**config.mk**
```make
export PLATFORM = sky130hd
export DESIGN_NAME = param_parking_controller_flat
export DESIGN_NICKNAME = d
export VERILOG_FILES = /design/src/rtl/param_parking_if.sv /design/src/rtl/param_parking_controller.sv /design/src/flat_wrapper.sv
export SDC_FILE = /design/constraint.sdc
export NUM_CORES = 1
export LEC_CHECK = 0
export CAP_MARGIN = 5
export CORE_MARGIN = 10
export CORE_UTILIZATION = 50
export CTS_BUF_LIST = sky130_fd_sc_hd__clkbuf_8 sky130_fd_sc_hd__clkbuf_16
export DETAILED_ROUTE_END_ITERATION = 6
export GPL_TIMING_DRIVEN = 0
export PLACE_DENSITY = 0.83
export SYNTH_ARGS = -nofsm -noshare
export SYNTH_HDL_FRONTEND = slang
export SYNTH_SLANG_ARGS = --single-unit
```
**constraint.sdc**
```tcl
create_clock -name clk -period 3.3 [get_ports clk]
set_input_delay 0.66 -clock clk [delete_from_list [all_inputs] [get_ports clk]]
set_output_delay 0.66 -clock clk [all_outputs]
set_load 0.01 [all_outputs]
```
**src/rtl/param_parking_if.sv**
```systemverilog
// Keypad/sensor/actuator bundle for the parking entry controller.
// The master drives the sensors and keypad; the slave is the controller.
interface param_parking_if #(
  parameter int unsigned PIN_WIDTH    = 16,
  parameter int unsigned MAX_ATTEMPTS = 3,
  parameter int unsigned CAPACITY     = 8
);
  localparam int unsigned OCC_W = $clog2(CAPACITY + 1);
  localparam int unsigned ATT_W = $clog2(MAX_ATTEMPTS + 1);

  logic                 vehicle_arrival;
  logic                 vehicle_left;
  logic                 vehicle_exit;
  logic [PIN_WIDTH-1:0] code;
  logic                 code_ack;
  logic                 open_gate;
  logic                 close_gate;
  logic                 wrong_pin;
  logic                 blocked_gate;
  logic                 lot_full;
  logic [OCC_W-1:0]     occupancy;
  logic [ATT_W-1:0]     attempts;

  modport master (
    output vehicle_arrival, vehicle_left, vehicle_exit, code, code_ack,
    input  open_gate, close_gate, wrong_pin, blocked_gate, lot_full, occupancy, attempts
  );

  modport slave (
    input  vehicle_arrival, vehicle_left, vehicle_exit, code, code_ack,
    output open_gate, close_gate, wrong_pin, blocked_gate, lot_full, occupancy, attempts
  );
endinterface

```
**src/rtl/param_parking_controller.sv**
```systemverilog
// Parking-lot entry gate controller: PIN check with lockout, admin recovery,
// gate-open timeout and occupancy tracking with a lot-full entry lockout.
module param_parking_controller #(
  parameter int unsigned          PIN_WIDTH    = 16,
  parameter logic [PIN_WIDTH-1:0] CORRECT_CODE = PIN_WIDTH'(16'h2468),
  parameter logic [PIN_WIDTH-1:0] ADMIN_CODE   = PIN_WIDTH'(16'hBEEF),
  parameter int unsigned          MAX_ATTEMPTS = 3,
  parameter int unsigned          CAPACITY     = 8,
  parameter int unsigned          OPEN_TIMEOUT = 16
) (
  input  logic           clk,
  input  logic           rst,
  param_parking_if.slave bus
);
  localparam int unsigned OCC_W = $clog2(CAPACITY + 1);
  localparam int unsigned ATT_W = $clog2(MAX_ATTEMPTS + 1);
  localparam int unsigned TMO_W = $clog2(OPEN_TIMEOUT + 1);

  typedef enum logic [2:0] {
    S_IDLE     = 3'd0,
    S_WAIT_PIN = 3'd1,
    S_WRONG    = 3'd2,
    S_OPEN     = 3'd3,
    S_CLOSING  = 3'd4,
    S_BLOCKED  = 3'd5
  } state_e;

  state_e             state_q, state_d;
  logic [ATT_W-1:0]   att_q, att_d;
  logic [TMO_W-1:0]   tmo_q, tmo_d;
  logic [OCC_W-1:0]   occ_q, occ_d;
  logic               ack_q;
  logic               open_q, close_q, wrong_q, blocked_q, full_q;
  logic               ack_rise;
  logic               occ_inc;
  logic               occ_is_full;

  assign ack_rise    = bus.code_ack & ~ack_q;
  assign occ_is_full = (occ_q == OCC_W'(CAPACITY));

  // Next-state and session counters
  always_comb begin
    state_d = state_q;
    att_d   = att_q;
    tmo_d   = tmo_q;
    occ_inc = 1'b0;
    case (state_q)
      S_IDLE: begin
        if (bus.vehicle_arrival && !occ_is_full) state_d = S_WAIT_PIN;
      end
      S_WAIT_PIN: begin
        if (ack_rise) begin
          if (bus.code == CORRECT_CODE) begin
            state_d = S_OPEN;
            att_d   = '0;
            tmo_d   = '0;
          end else begin
            state_d = S_WRONG;
            att_d   = att_q + ATT_W'(1);
          end
        end
      end
      S_WRONG: begin
        state_d = (att_q == ATT_W'(MAX_ATTEMPTS)) ? S_BLOCKED : S_WAIT_PIN;
      end
      S_OPEN: begin
        if (bus.vehicle_left) begin
          occ_inc = 1'b1;
          state_d = bus.vehicle_arrival ? S_BLOCKED : S_CLOSING;
        end else if (tmo_q == TMO_W'(OPEN_TIMEOUT - 1)) begin
          state_d = S_CLOSING;
        end else begin
          tmo_d = tmo_q + TMO_W'(1);
        end
      end
      S_CLOSING: state_d = S_IDLE;
      S_BLOCKED: begin
        if (ack_rise && (bus.code == ADMIN_CODE)) begin
          state_d = S_IDLE;
          att_d   = '0;
        end
      end
      default: state_d = S_IDLE;
    endcase
  end

  // Saturating occupancy; simultaneous entry and exit cancel out
  always_comb begin
    occ_d = occ_q;
    if (occ_inc && !bus.vehicle_exit) begin
      if (!occ_is_full) occ_d = occ_q + OCC_W'(1);
    end else if (bus.vehicle_exit && !occ_inc) begin
      if (occ_q != '0) occ_d = occ_q - OCC_W'(1);
    end
  end

  always_ff @(posedge clk or posedge rst) begin
    if (rst) begin
      state_q   <= S_IDLE;
      att_q     <= '0;
      tmo_q     <= '0;
      occ_q     <= '0;
      ack_q     <= 1'b0;
      open_q    <= 1'b0;
      close_q   <= 1'b0;
      wrong_q   <= 1'b0;
      blocked_q <= 1'b0;
      full_q    <= 1'b0;
    end else begin
      state_q   <= state_d;
      att_q     <= att_d;
      tmo_q     <= tmo_d;
      occ_q     <= occ_d;
      ack_q     <= bus.code_ack;
      open_q    <= (state_d == S_OPEN);
      close_q   <= (state_d == S_CLOSING);
      wrong_q   <= (state_d == S_WRONG);
      blocked_q <= (state_d == S_BLOCKED);
      full_q    <= (occ_d == OCC_W'(CAPACITY));
    end
  end

  assign bus.open_gate    = open_q;
  assign bus.close_gate   = close_q;
  assign bus.wrong_pin    = wrong_q;
  assign bus.blocked_gate = blocked_q;
  assign bus.lot_full     = full_q;
  assign bus.occupancy    = occ_q;
  assign bus.attempts     = att_q;
endmodule

```
**src/flat_wrapper.sv**
```systemverilog
// flat-port wrapper written by rule: the top's interface ports become plain ports
module param_parking_controller_flat 
#(
  parameter int unsigned          PIN_WIDTH    = 16,
  parameter logic [PIN_WIDTH-1:0] CORRECT_CODE = PIN_WIDTH'(16'h2468),
  parameter logic [PIN_WIDTH-1:0] ADMIN_CODE   = PIN_WIDTH'(16'hBEEF),
  parameter int unsigned          MAX_ATTEMPTS = 3,
  parameter int unsigned          CAPACITY     = 8,
  parameter int unsigned          OPEN_TIMEOUT = 16
)
  (clk, rst, bus_vehicle_arrival, bus_vehicle_left, bus_vehicle_exit, bus_code, bus_code_ack, bus_open_gate, bus_close_gate, bus_wrong_pin, bus_blocked_gate, bus_lot_full, bus_occupancy, bus_attempts);
  param_parking_if #(.PIN_WIDTH(PIN_WIDTH), .MAX_ATTEMPTS(MAX_ATTEMPTS), .CAPACITY(CAPACITY)) bus_i ();
  input  logic clk;
  input  logic rst;
  input wire logic [$bits(bus_i.vehicle_arrival)-1:0] bus_vehicle_arrival;
  input wire logic [$bits(bus_i.vehicle_left)-1:0] bus_vehicle_left;
  input wire logic [$bits(bus_i.vehicle_exit)-1:0] bus_vehicle_exit;
  input wire logic [$bits(bus_i.code)-1:0] bus_code;
  input wire logic [$bits(bus_i.code_ack)-1:0] bus_code_ack;
  output wire logic [$bits(bus_i.open_gate)-1:0] bus_open_gate;
  output wire logic [$bits(bus_i.close_gate)-1:0] bus_close_gate;
  output wire logic [$bits(bus_i.wrong_pin)-1:0] bus_wrong_pin;
  output wire logic [$bits(bus_i.blocked_gate)-1:0] bus_blocked_gate;
  output wire logic [$bits(bus_i.lot_full)-1:0] bus_lot_full;
  output wire logic [$bits(bus_i.occupancy)-1:0] bus_occupancy;
  output wire logic [$bits(bus_i.attempts)-1:0] bus_attempts;
  assign bus_i.vehicle_arrival = bus_vehicle_arrival;
  assign bus_i.vehicle_left = bus_vehicle_left;
  assign bus_i.vehicle_exit = bus_vehicle_exit;
  assign bus_i.code = bus_code;
  assign bus_i.code_ack = bus_code_ack;
  assign bus_open_gate = bus_i.open_gate;
  assign bus_close_gate = bus_i.close_gate;
  assign bus_wrong_pin = bus_i.wrong_pin;
  assign bus_blocked_gate = bus_i.blocked_gate;
  assign bus_lot_full = bus_i.lot_full;
  assign bus_occupancy = bus_i.occupancy;
  assign bus_attempts = bus_i.attempts;
  param_parking_controller #(.PIN_WIDTH(PIN_WIDTH), .CORRECT_CODE(CORRECT_CODE), .ADMIN_CODE(ADMIN_CODE), .MAX_ATTEMPTS(MAX_ATTEMPTS), .CAPACITY(CAPACITY), .OPEN_TIMEOUT(OPEN_TIMEOUT)) u_core (.clk(clk), .rst(rst), .bus(bus_i));
endmodule
```
==> metrics.md <==
| Metric | Value |
|---|---|
| GP Congestion | 0.7963 |
| Clock transition at path regs | 0.07 ns |
| Gr usage total | 0.1224 |
| Largest net degree at the start of global routing | 21 |
| Actual slew at the worst max-slew pin | 0.7334 ns |
| Share of cells above drive strength 1 | 0.1321 |
| Root Driver | clkbuf_8 |
| Met2 routed WL | 1.371 mm |
| Die extent in y | 69.50 um |
| Leak Pwr | 0.0006840 uW |
| DRC Markers | 0 |
| Crit. End Element | flip-flop |
| Fin nets | 187 |
| Flops & latches, synth | 20 |
| Register area share after synthesis | 0.4086 |
| Max Clock Freq | 450.9 MHz |
| Vias per inst | 5.786 |
| ANT nets after route | 0 |
| Crit path kind | flip-flop to flip-flop |
| 1st-iter DRT viols | 41 |
| Initial antenna violation count | 0 |
| Dpl hpwl | 2.392 mm |
| Clock sinks | 20 |
| Most frequent cells in the layout | 32 x clkdlybuf4s50_1, 20 x dfrtp_1, 16 x nand2_1 |
| Final Hold Fails | 0 |
| Slew Viols, Final | 0 |
| Peak supply drop | 0.0005881 V |
| Register area | 500.5 sq um |
| Critical Path RT | 3.44 ns |
| Sw Share | 0.3828 |
| CTS tree | done |
| Hold path start | u_core.tmo_q[3] |
| Max Cap Viol | 0 |
| Top sig layer | met4 |
| Vias in the first global route | 1060 |
| Post-synth EDFFs | 0 |
| Clock Skews | 0.004878 ns |
| M1 wire length | 1.163 mm |
| Ys async rst share | 1.000 |
| Crit path time final | 2.218 ns |
| Yosys cell types | 47 |
| Drt wl/cell | 15.30 um |
| Post CTS Setup Buffer Count | 0 |
| Share of the synthesized area in the top cell type | 0.4086 |
| Most used DFF post-synth | dfrtp_1 |
| Pwr Total | 1136 uW |
| Reg power frac | 0.360 |
| Filler cells | 171 |
| Clock buffer depth | 2 |
| DR vias | 1082 |
| Routed WL | 2.862 mm |
| Clock share of power | 0.162 |
| Hold EP | u_core.tmo_q[3] |
| Num rows | 17 |
| Hold Crit Class | flip-flop to flip-flop |
| CTS buffer count | 3 |
| Syn_area_per_cell | 9.959 sq um |
| Max-Slew Margin vs Limit | 0.5105 |
| R2R Path End | u_core.tmo_q[3] |
| Gr ovfl total | 0 |
| Quantity of hold-fixing buffers added after cts | 0 |
| Top cells by area, synth | dfrtp_1 41%, ha_1 5.1%, nand2_1 4.9%, nand2b_1 2.6%, inv_1 2.5% |
| Startpoint types | flip-flop |
| IO buf count | 32 |
| N_diodes | 0 |
| Cell Pwr Density | 694.7 nW/um^2 |
| Post-route clock period utilization | 0.6721 |
| Synth Instances | 123 |
| Syn nets | 150 |
| Cell area after synthesis | 1225 sq um |
| Outcome | finished clean |
| Hold path depth | 1 |
| Synth-to-layout area growth | 33.50% |
| Yosys warning total | 0 |
| Multi-input logic area | 669.4 sq um |
| Unrepaired setup endpoints after global routing | false |
| Critical Path AT | 2.36 ns |
| Clk_lat worst skew | 0.26 ns |
| Die ar. | 4830 sq um |
| I/O pin cnt | 33 |
| Net Switching | 434.8 uW |
| Core area | 2276 sq um |
| Setup Total Neg Slack | 0 ns |
| H-tree levels | 1 |
| DR pass1 iterations | 4 |
| Global-route wire length before repair | 5.043 mm |
| Final Setup Violations | 0 |
| Most common cell after layout, fill and taps aside | clkdlybuf4s50_1 |
| Met3 WL | 288 um |
| Reg2Reg Depth | 8 |
| Logic pwr share | 0.478 |
| Initial core utilization | 0.5382 |
| R2R Path Start | u_core.tmo_q[0] |
| Worst-path maximum fanout | 6 |
| PostCTS Resize Cnt | 0 |
| R2r setup slk | 1.08 ns |
| Synth area leader | dfrtp_1 |
| Internal Power | 701.2 uW |
| Die X | 69.50 um |
==> through the flow <==
step	std cells	setup WS [ns]	hold WS (ns)	util	cell area (sq um)
floorplan	123	1.290	0.4761	-	1225
global placement	183	0.8862	0.4909	0.6943	1580
detailed placement	183	0.8531	0.5122	0.6943	1580
CTS	187	1.084	0.5213	0.7185	1635
global route	187	1.009	0.5399	0.7185	1635
finish	187	1.082	0.5277	0.7185	1635
==> how the worst max path moves through the flow <==
| stage | startpoint | end | slack, ns | depth (start not counted) |
|---|---|---|---|---|
| after floorplan | u_core.tmo_q[0] | u_core.tmo_q[3] | 1.29 | 8 |
| after global placement | bus_code[7] | u_core.tmo_q[3] | 0.89 | 6 |
| after detailed placement | bus_code[7] | u_core.tmo_q[3] | 0.85 | 6 |
| after CTS | u_core.tmo_q[0] | u_core.tmo_q[3] | 1.08 | 8 |
| after global routing | u_core.tmo_q[0] | u_core.tmo_q[2] | 1.01 | 8 |
| final | u_core.tmo_q[0] | u_core.tmo_q[3] | 1.08 | 8 |
==> registers in the layout (all words and copies together) (netlist names) <==
register / cells
u_core.ack_q: 1
u_core.bus.attempts: 2
u_core.bus.blocked_gate: 1
u_core.bus.close_gate: 1
u_core.bus.lot_full: 1
u_core.bus.occupancy: 4
u_core.bus.open_gate: 1
u_core.bus.wrong_pin: 1
u_core.state_q: 3
u_core.tmo_q: 5
==> layer usage <==
| metal | vias to the layer above | track usage |
|---|---|---|
| li1 | 530 | - |
| met1 | 513 | 0.1270 |
| met2 | 34 | 0.2036 |
| met3 | 5 | 0.06562 |
| met4 | 0 | 0.04435 |
| met5 | - | 0 |
==> cell families after synthesis <==
family | after synthesis | synth area share
AND/OR/NAND/NOR | 56 | 0.3075
flip-flops | 20 | 0.4086
buffers and inverters | 12 | 0.04493
AO/OA/AOI/OAI | 29 | 0.1808
XOR/XNOR | 1 | 0.007151
adder cells (fa/ha/maj) | 5 | 0.05107
==> synthesized netlist by cell type (3+ instances only) <==
cell type / number
a21oi_1: 5
dfrtp_1: 20
ha_1: 5
inv_1: 8
nand2_1: 16
nand2b_1: 5
nand3_1: 3
nor2_1: 4
nor3_1: 3
o211ai_1: 3
o21ai_1: 3
o21ai_2: 3
o22ai_1: 3
==> layout make-up <==
cell class                      instances  area share
Inverter                                8     0.01836
Clock buffer                            4     0.03366
Timing Repair Buffer                   32      0.1959
Buffer                                  4     0.01530
Sequential cell                        20      0.3060
Tap cell                               28     0.02142
Multi-Input combinational cell         91      0.4093
==> power by group through the flow <==
stage / Combinational [uW] / Sequential (uW) / Clock [uW]
2_1_floorplan: 324 / 418 / 0
3_3_place_gp: 521 / 405 / 0
3_5_place_dp: 546 / 413 / 0
4_1_cts: 548 / 409 / 189
5_1_grt: 602 / 423 / 199
6_report: 543 / 410 / 184
==> critical path, cell delays in order (launching register included) <==
cell and delay, ns:
dfrtp_1 0.41, ha_1 0.24, and3_1 0.20, ha_1 0.20, or3b_1 0.42, a21oi_4 0.23
o21ai_2 0.15, o21ai_2 0.17, o31ai_2 0.08
Note: power is estimated with default switching activity, not from simulation.
